[src/rtl/pin_lock_pkg.sv]
// Shared state encoding, key codes and key classification for the PIN lock controller.
package pin_lock_pkg;

  typedef enum logic [2:0] {
    ENTRY,
    CHECK,
    OPEN,
    LOCKOUT,
    NEWPIN
  } state_t;

  localparam logic [3:0] KEY_STAR = 4'hE;
  localparam logic [3:0] KEY_HASH = 4'hF;
  localparam logic [3:0] KEY_CHG  = 4'hA;

  function automatic logic is_digit(input logic [3:0] num);
    return num <= 4'h9;
  endfunction

endpackage

[src/rtl/pin_lock_ctrl_lockout_timer.sv]
// Loadable down-counter; done flags the final cycle of a running count.
module lockout_timer #(
  parameter int CNT_W = 32
) (
  input  logic             clk,
  input  logic             reset,
  input  logic             load,
  input  logic             run,
  input  logic [CNT_W-1:0] load_val,
  output logic             done
);

  logic [CNT_W-1:0] count;

  always_ff @(posedge clk) begin
    if (reset) begin
      count <= '0;
    end else if (load) begin
      count <= load_val;
    end else if (run && (count != '0)) begin
      count <= count - 1'b1;
    end
  end

  assign done = run && (count == '0);

endmodule

[src/rtl/pin_lock_ctrl.sv]
// PIN entry/compare FSM with failure counting and timed lockout.
// PIN_LOCK_PIN_CHANGE_EN adds a NEWPIN state reachable from OPEN with key 'A'.
module pin_lock_ctrl
  import pin_lock_pkg::*;
#(
  parameter int              PIN_LEN     = 4,
  parameter logic [15:0]     DEFAULT_PIN = 16'h1234,
  parameter int              MAX_FAIL    = 3,
  parameter int unsigned     LOCK_CYCLES = 32'd500_000_000,
  parameter int              CNT_W       = 32
) (
  input  logic        clk,
  input  logic        reset,
  input  logic        keyboard_en,
  input  logic [3:0]  keyboard_num,
  output logic        en,
  output logic        locked_out,
  output logic [15:0] entry,
  output logic [2:0]  digit_cnt,
  output logic [1:0]  fail_cnt,
  output logic        err_pulse
);

  localparam int               PW        = 4 * PIN_LEN;
  localparam logic [2:0]       LEN       = 3'(PIN_LEN);
  localparam logic [2:0]       MAXF3     = 3'(MAX_FAIL);
  localparam logic [1:0]       MAXF2     = 2'(MAX_FAIL);
  localparam logic [CNT_W-1:0] LOCK_LOAD = CNT_W'(LOCK_CYCLES - 1);

  state_t      state_q, state_d;
  logic [15:0] entry_d;
  logic [2:0]  cnt_d;
  logic [1:0]  fail_d;
  logic        err_d;
  logic        timer_load;
  logic        timer_done;
  logic [15:0] pin_reg;

`ifdef PIN_LOCK_PIN_CHANGE_EN
  logic pin_wr;

  always_ff @(posedge clk) begin
    if (reset) begin
      pin_reg <= DEFAULT_PIN;
    end else if (pin_wr) begin
      pin_reg <= entry;
    end
  end
`else
  assign pin_reg = DEFAULT_PIN;
`endif

  lockout_timer #(.CNT_W(CNT_W)) u_timer (
    .clk      (clk),
    .reset    (reset),
    .load     (timer_load),
    .run      (state_q == LOCKOUT),
    .load_val (LOCK_LOAD),
    .done     (timer_done)
  );

  always_ff @(posedge clk) begin
    if (reset) begin
      state_q    <= ENTRY;
      entry      <= '0;
      digit_cnt  <= '0;
      fail_cnt   <= '0;
      err_pulse  <= 1'b0;
      en         <= 1'b0;
      locked_out <= 1'b0;
    end else begin
      state_q    <= state_d;
      entry      <= entry_d;
      digit_cnt  <= cnt_d;
      fail_cnt   <= fail_d;
      err_pulse  <= err_d;
      en         <= (state_d == OPEN) || (state_d == NEWPIN);
      locked_out <= (state_d == LOCKOUT);
    end
  end

  always_comb begin
    state_d    = state_q;
    entry_d    = entry;
    cnt_d      = digit_cnt;
    fail_d     = fail_cnt;
    err_d      = 1'b0;
    timer_load = 1'b0;
`ifdef PIN_LOCK_PIN_CHANGE_EN
    pin_wr     = 1'b0;
`endif
    case (state_q)
      ENTRY, NEWPIN: begin
        if (keyboard_en) begin
          if (is_digit(keyboard_num)) begin
            if (digit_cnt != LEN) begin
              entry_d = {entry[11:0], keyboard_num};
              cnt_d   = digit_cnt + 3'd1;
            end
          end else if (keyboard_num == KEY_STAR) begin
            entry_d = '0;
            cnt_d   = '0;
            if (state_q == NEWPIN) state_d = OPEN;
          end else if (keyboard_num == KEY_HASH) begin
            if (digit_cnt != LEN) begin
              err_d   = 1'b1;
              entry_d = '0;
              cnt_d   = '0;
            end else if (state_q == ENTRY) begin
              // entry is held through CHECK for the comparison
              state_d = CHECK;
            end
`ifdef PIN_LOCK_PIN_CHANGE_EN
            else begin
              pin_wr  = 1'b1;
              entry_d = '0;
              cnt_d   = '0;
              state_d = OPEN;
            end
`endif
          end
        end
      end
      CHECK: begin
        entry_d = '0;
        cnt_d   = '0;
        if (entry[PW-1:0] == pin_reg[PW-1:0]) begin
          state_d = OPEN;
          fail_d  = '0;
        end else if (({1'b0, fail_cnt} + 3'd1) == MAXF3) begin
          state_d    = LOCKOUT;
          timer_load = 1'b1;
          err_d      = 1'b1;
          fail_d     = MAXF2;
        end else begin
          state_d = ENTRY;
          fail_d  = fail_cnt + 2'd1;
          err_d   = 1'b1;
        end
      end
      OPEN: begin
        if (keyboard_en) begin
          if ((keyboard_num == KEY_STAR) || (keyboard_num == KEY_HASH)) begin
            state_d = ENTRY;
          end
`ifdef PIN_LOCK_PIN_CHANGE_EN
          else if (keyboard_num == KEY_CHG) begin
            state_d = NEWPIN;
          end
`endif
        end
      end
      LOCKOUT: begin
        if (timer_done) begin
          state_d = ENTRY;
          fail_d  = '0;
        end
      end
      default: state_d = ENTRY;
    endcase
  end

endmodule
[config.mk]
export PLATFORM = sky130hd
export DESIGN_NAME = pin_lock_ctrl
export DESIGN_NICKNAME = d
export VERILOG_FILES = /design/src/rtl/pin_lock_pkg.sv /design/src/rtl/pin_lock_ctrl_lockout_timer.sv /design/src/rtl/pin_lock_ctrl.sv
export SDC_FILE = /design/constraint.sdc
export NUM_CORES = 1
export LEC_CHECK = 0
export BUFFER_PORTS_ARGS = -buffer_cell sky130_fd_sc_hd__buf_4
export CORE_UTILIZATION = 29
export CTS_BUF_LIST = sky130_fd_sc_hd__clkbuf_16
export CTS_CLUSTER_SIZE = 16
export DETAILED_ROUTE_END_ITERATION = 7
export GPL_TIMING_DRIVEN = 0
export PLACE_DENSITY_LB_ADDON = 0.1
export SLEW_MARGIN = 5
export SYNTH_ARGS = -nofsm -noshare
export SYNTH_HDL_FRONTEND = slang
export SYNTH_SLANG_ARGS = --single-unit
[constraint.sdc]
create_clock -name clk -period 2.36 [get_ports clk]
set_input_delay 0.118 -clock clk [delete_from_list [all_inputs] [get_ports clk]]
set_output_delay 0.118 -clock clk [all_outputs]
set_load 0.01 [all_outputs]
=== After elaboration in Yosys (flattened, before gate mapping) ===
Index checks and enable logic that the tools add are counted.

* Output and inout port bits: 24
* Bits of input ports: 7
* Register bits: 59
* Logic and storage cells: 88

* Equality and inequality tests: 17
* Add/subtract/negate cells: 4
* Multiplexer cells: 43
* Magnitude comparators: 1
* Reductions and logical operators: 14

{| class="wikitable"
|+ Operators by type and width
! kind !! number
|-
| $mux W16 || 6
|-
| $mux W29 || 2
|-
| $mux W3 || 16
|-
| $logic_not A32 Y1 || 1
|-
| $pmux W16 S2 || 1
|-
| $reduce_bool A32 Y1 || 1
|-
| $sub A32 B1 Y32 const B || 1
|-
| $eq A16 B13 Y1 const B || 1
|-
| $eq A3 B2 Y1 const B || 5
|-
| $pmux W3 S4 || 1
|-
| $mux W2 || 5
|-
| $mux W1 || 9
|-
| $ne A3 B3 Y1 const B || 3
|-
| $eq A4 B4 Y1 const B || 2
|-
| $eq A3 B3 Y1 const B || 2
|-
| $pmux W3 S2 || 1
|-
| $reduce_bool A2 Y1 || 3
|-
| $reduce_and A5 Y1 || 1
|-
| $le A4 B4 Y1 const B || 1
|-
| $ne A2 B2 Y1 const B || 2
|-
| $ne A4 B4 Y1 const B || 1
|-
| $pmux W2 S2 || 1
|-
| $reduce_or A2 Y1 || 2
|-
| $add A2 B1 Y3 const B || 1
|-
| 8 further kinds || 10
|}

=== Longest topological paths before layout ===
* Depth in word-level cells: 10
* Mapped depth: 9
* Mapped depth without buffers: 7

=== By module ===
Synthesis repeated with hierarchy kept, for this count alone.

* Cells, all modules: 404
* Area total of the unflattened synthesis: 3305.7 sq um

{| class="wikitable"
|+ By module, submodules not included
! module !! area an instance (sq um) !! instances !! cells each
|-
| lockout_timer || 2006.9 || 1 || 249
|-
| pin_lock_ctrl || 1298.7 || 1 || 155
|}

=== Least setup slack after synthesis ===
OpenSTA, ideal clock, no wires.

* Kind: reg-to-reg
* Start point: reg u_timer.count[0]
* End point: reg u_timer.count[7]
* Data arrival time: 2022 ps
* Library setup time: 74 ps
* Setup slack: 264 ps
* Cell stages (with the launch flop): 10
* Path through: dfxtp_1 > inv_1 > ha_1 > nor2b_1 > nand4_1 > o31ai_4 > buf_4 > buf_6 > o31ai_1 > a31oi_1

* Word-level cells in the longest chain between the ends: 3
* Elaborated cells on any way between the ends: 6
* Classes of those cells: add/sub (1); mux (2); reduce/logical (3)

{| class="wikitable"
|+ RTL lines
! element !! RTL line !! source
|-
| from (decl) || pin_lock_ctrl_lockout_timer.sv:13 || <nowiki>logic [CNT_W-1:0] count;</nowiki>
|-
| from (signal assigned) || pin_lock_ctrl_lockout_timer.sv:19 || <nowiki>count <= load_val;</nowiki>
|-
| from (signal assigned) || pin_lock_ctrl_lockout_timer.sv:21 || <nowiki>count <= count - 1'b1;</nowiki>
|-
| $sub A32 B1 Y32 / $reduce_bool A32 Y1 (equally long branches) || pin_lock_ctrl_lockout_timer.sv:21, pin_lock_ctrl_lockout_timer.sv:20 ||
|-
| $mux W29 / $logic_and A1 B1 Y1 (equally long branches) || pin_lock_ctrl_lockout_timer.sv:20 || <nowiki>end else if (run && (count != '0)) begin</nowiki>
|-
| $mux W29 / $reduce_bool A2 Y1 (equally long branches) || - ||
|}

Parallel ways exist; a longest one is shown, timed or not. The select of a mux whose other input is x is not followed.
A chain may end at the register's enable or synchronous reset.

=== Worst setup path after layout ===
* Start point: reg u_timer.count[22]
* End point: reg u_timer.count[7]

* Word-level cells in the longest chain between the ends: 3

{| class="wikitable"
|+ RTL lines
! element !! RTL line
|-
| $reduce_bool A32 Y1 || pin_lock_ctrl_lockout_timer.sv:20
|-
| $logic_and A1 B1 Y1 || pin_lock_ctrl_lockout_timer.sv:20
|-
| $reduce_bool A2 Y1 (no source line) || -
|}

No other way between the ends.

==> reports/metrics.sh <==
CTS_INSERTED_BUFFERS=9
POWER_REPORT.INTERNAL_TOTAL_uW=1720
FIRST_GLOBAL_VIAS=2831
HOLD_PATH_STARTPOINT='keyboard_num[1]'
CRIT_PATH_START_KIND='register'
COUNT_OF_FLIP_FLOPS_WITH_A_BUILT_IN_ENABLE_AFTER_SYNTHESIS=0
CTS_MAX_LEVEL=3
POWER.IR.VDD_WORST_mV=0.312
TIMING_HOLD_VIOLATIONS_FINAL=0
DESIGN.PORTCOUNT=31
ARRIVAL_NS=2.45
FINAL_MIN_PERIOD_OVER_CLOCK_PERIOD_PCT=93.0
CLOCK_SINK_COUNT=59
ANTENNA_VIOLATIONS_BEFORE_REPAIR=0
TRITONCTS_CLOCK_TREE='yes'
REGISTER_AREA_UM2=1180
DIE_WIDTH_UM=104
FINISH.UTILIZATION_PCT=38.0
WL_MM=9.07
GRT_PASS1_WL_MM=15.0
TIGHTEST_SLEW_NS=0.691
REPORT.FINAL.SETUP_VIOL=0
ROUTEDWLPERCELL_UM=16.8
TIMING.CRITICAL_PATH.FROM='u_timer.count[22]'
DRT_DRC_VIOLATIONS_LEFT=0
GLOBAL_ROUTE.USAGE.TOTAL_PCT=17.6
DIE_H_UM=104
SYNTHESIS.AREA_UM2=3030
POWER_FRAC_SEQ_PCT=45.1
DIODES=0
YOSYS_WARNINGS=0
SETUP_SLACK_NS=0.165
CRIT_PATH_TIME_FINAL_NS=2.19
NFILLCELLS=1012
SYNTH_SEQ_AREA_SHARE_PCT=38.9
DR.FIRST_ITER.DRC_COUNT=164
MAXIMUM_FANOUT_ENCOUNTERED_ON_THE_CRITICAL_TIMING_PATH=10
AREAGROWTHSYNTHTOFINISH_PCT=24.8
DETAILEDPLACE.WORSTSLACK_NS=-0.445
TIMING.SLEW.HEADROOM_PCT=53.7
CTS.CLK_SLEW.WORST_PATHS_NS=0.05
DR.PASS1.ITERS=4
SYN-MEAN-INSTANCE-AREA_UM2=8.42
SYNTH_CELL_TYPE_COUNT=55
VIAS=3032
ACHIEVABLE-FREQUENCY_GHz=0.456
GRT.OVERFLOW.TOTAL=0
OUTCOME='finished, final reports clean'
ASYNC_SET_OR_RESET_FLOP_FRACTION_IN_THE_SYNTHESIZED_NETLIST_PCT=0
LAYOUT_COMMON_CELLS='57 x dfxtp_1, 38 x a21oi_1, 34 x buf_4, 28 x nand4_1, 26 x nor2_1'
ANTENNA_VIOLATING_NETS_POST_ROUTE=0
GRT_START_MAX_NET_PINS=11
POSTSYNTHNETCOUNT=371
IO_BUFFERS=29
FINAL_COMMON_CELL='dfxtp_1'
SYNTHCELLS=360
FINCLKSKEW_NS=0.00982
TIMING.RR.START='u_timer.count[22]'
AVGVIACOUNTPERCELL=5.61
PLACEMENT_ROWS=36
CAP_VIOLATIONS=0
MULTIINPUTGATEAREA_UM2=1810
SHARE_COMB_OF_TOTAL_POWER_PCT=4.0
TIMING.HOLD.WORST.CLASS='in -> reg'
STARTING_UTILIZATION_OF_THE_CORE_AREA_PCT=30.5
CRITICALPATHCATEGORY='reg -> reg'
CLKLATENCYLATEPIN_NS=0.33
TOTAL_CORE_AREA_UM2=9950
SYNTH_FF_TYPE='dfxtp_1'
ROUTABILITYCONGESTION=0.767
CLOCKPOWERSHARE_PCT=50.9
CRITICAL_PATH_ENDPOINT_CATEGORY='register'
POWER_LEAKAGE_uW=0.00138
DIEAREA_UM2=10900
CLOCKROOTBUFFER='clkbuf_16'
CTSLONGESTPATHBUFFERS=2
DETAILED_PLACE_HPWL_MM=6.31
POST_ROUTE_CELLS_DRIVE_ABOVE_1_SHARE_PCT=18.4
WORST-ENDPOINT-REQUIRED_NS=2.61
POWER.NET_SWITCHING_uW=520
SW_FRAC_OF_TOTAL_PCT=23.3
NUM-NETS-FINAL=413
GRT_SETUP_UNREPAIRED='no'
POWER_DENSITY_nW_PER_UM2=591
SYNTH.FF_LATCH_COUNT=59
REPORT.FINAL.SLEW_VIOL_COUNT=0
CTSHOLDBUFFERS=0
cell type report:
| type | count | area share (%) |
|---|---|---|
| inverters | 9 | 0.893 |
| flip-flops and latches | 59 | 31.3 |
| clock inverters | 7 | 0.760 |
| plain buffers | 18 | 2.25 |
| clock buffers | 9 | 5.95 |
| well taps | 133 | 4.40 |
| multi-input cells | 272 | 47.9 |
| repair buffers | 33 | 6.55 |
worst paths after layout:
| kind | cells after the start | slack (ns) | endpoint |
|---|---|---|---|
| worst max-delay path | 7 | 0.17 | u_timer.count[7] |
| worst max register to register | 7 | 0.17 | u_timer.count[7] |
| worst min-delay path | 3 | 0.08 | entry[1] |
| worst min register to register | 2 | 0.49 | u_timer.count[29] |
through the flow:
stage	instances	total power (uW)	instance area, um2	hold WS (ns)	TNS [ns]
after detailed placement	522	1120	3420	0.425	-9.16
after floorplan	360	1080	3030	0.272	0
after CTS	540	2270	3710	0.0712	0
after global placement	522	1120	3420	0.427	-9.13
final	540	2240	3780	0.0773	0
after global routing	540	2330	3780	0.0857	0
registers in the layout, summed over array words and instances, names as in the netlist:
name           flops
err_pulse          1
u_timer.count     32
fail_cnt           2
entry             16
digit_cnt          3
locked_out         1
state_q            3
en                 1
what timing repair did:
| action | in CTS | in global routing |
|---|---|---|
| gates resized for setup | 6 | 20 |
| pin swaps | 3 | 3 |
| hold endpoints to repair | 0 | 0 |
| buffers inserted | 2 | 2 |
| endpoints found under the setup margin | 36 | 42 |
metal layers:
layer | vias to the layer above | routed length (um) | share of wire [%] | GRT usage, %
met4 | 0 | 140 | 1.5 | 6.84
met3 | 11 | 341 | 3.8 | 4.20
li1 | 1498 | - | - | -
met2 | 53 | 4110 | 45 | 26.5
met1 | 1470 | 4480 | 49 | 23.9
met5 | - | 0 | 0 | 0
power by group through the flow:
stage | clock network, uW | logic, uW | registers (uW)
floorplan | 0 | 46.1 | 1030
global placement | 0 | 90.1 | 1030
detailed placement | 0 | 88.8 | 1030
CTS | 1180 | 89.9 | 1010
global route | 1220 | 99.8 | 1010
finish | 1140 | 90.5 | 1010
kinds of logic after synthesis:
group                      synth area share (%)
buffers and inverters                      4.04
AOI/OAI and AO/OA                          24.1
xor gates and xnor gates                   1.73
and+or+nand+nor                            29.6
DFF                                        38.9
adders and majority gates                  1.65
synthesized netlist by cell type, types with 8 or more instances:
cell      count  area, um2
a31oi_1      11       68.8
o21ai_0      23        115
nor2_1       26       97.6
a21oi_1      39        195
nand3_1       8       40.0
clkbuf_1     16       60.1
o31ai_1      13       97.6
nand2_1      14       52.6
or4_1        11       82.6
nor3_1       10       50.1
nand4_1      28        175
dfxtp_1      59       1180
inv_1         9       33.8
critical path, stage by stage, from the launching register on:
cell and delay, ns:
dfxtp_1 0.37, nor4_4 0.43, nand4_1 0.32, o31ai_4 0.32, buf_4 0.24, buf_6 0.17
o31ai_1 0.08, a31oi_1 0.17
Note: power is estimated with default switching activity, not from simulation.
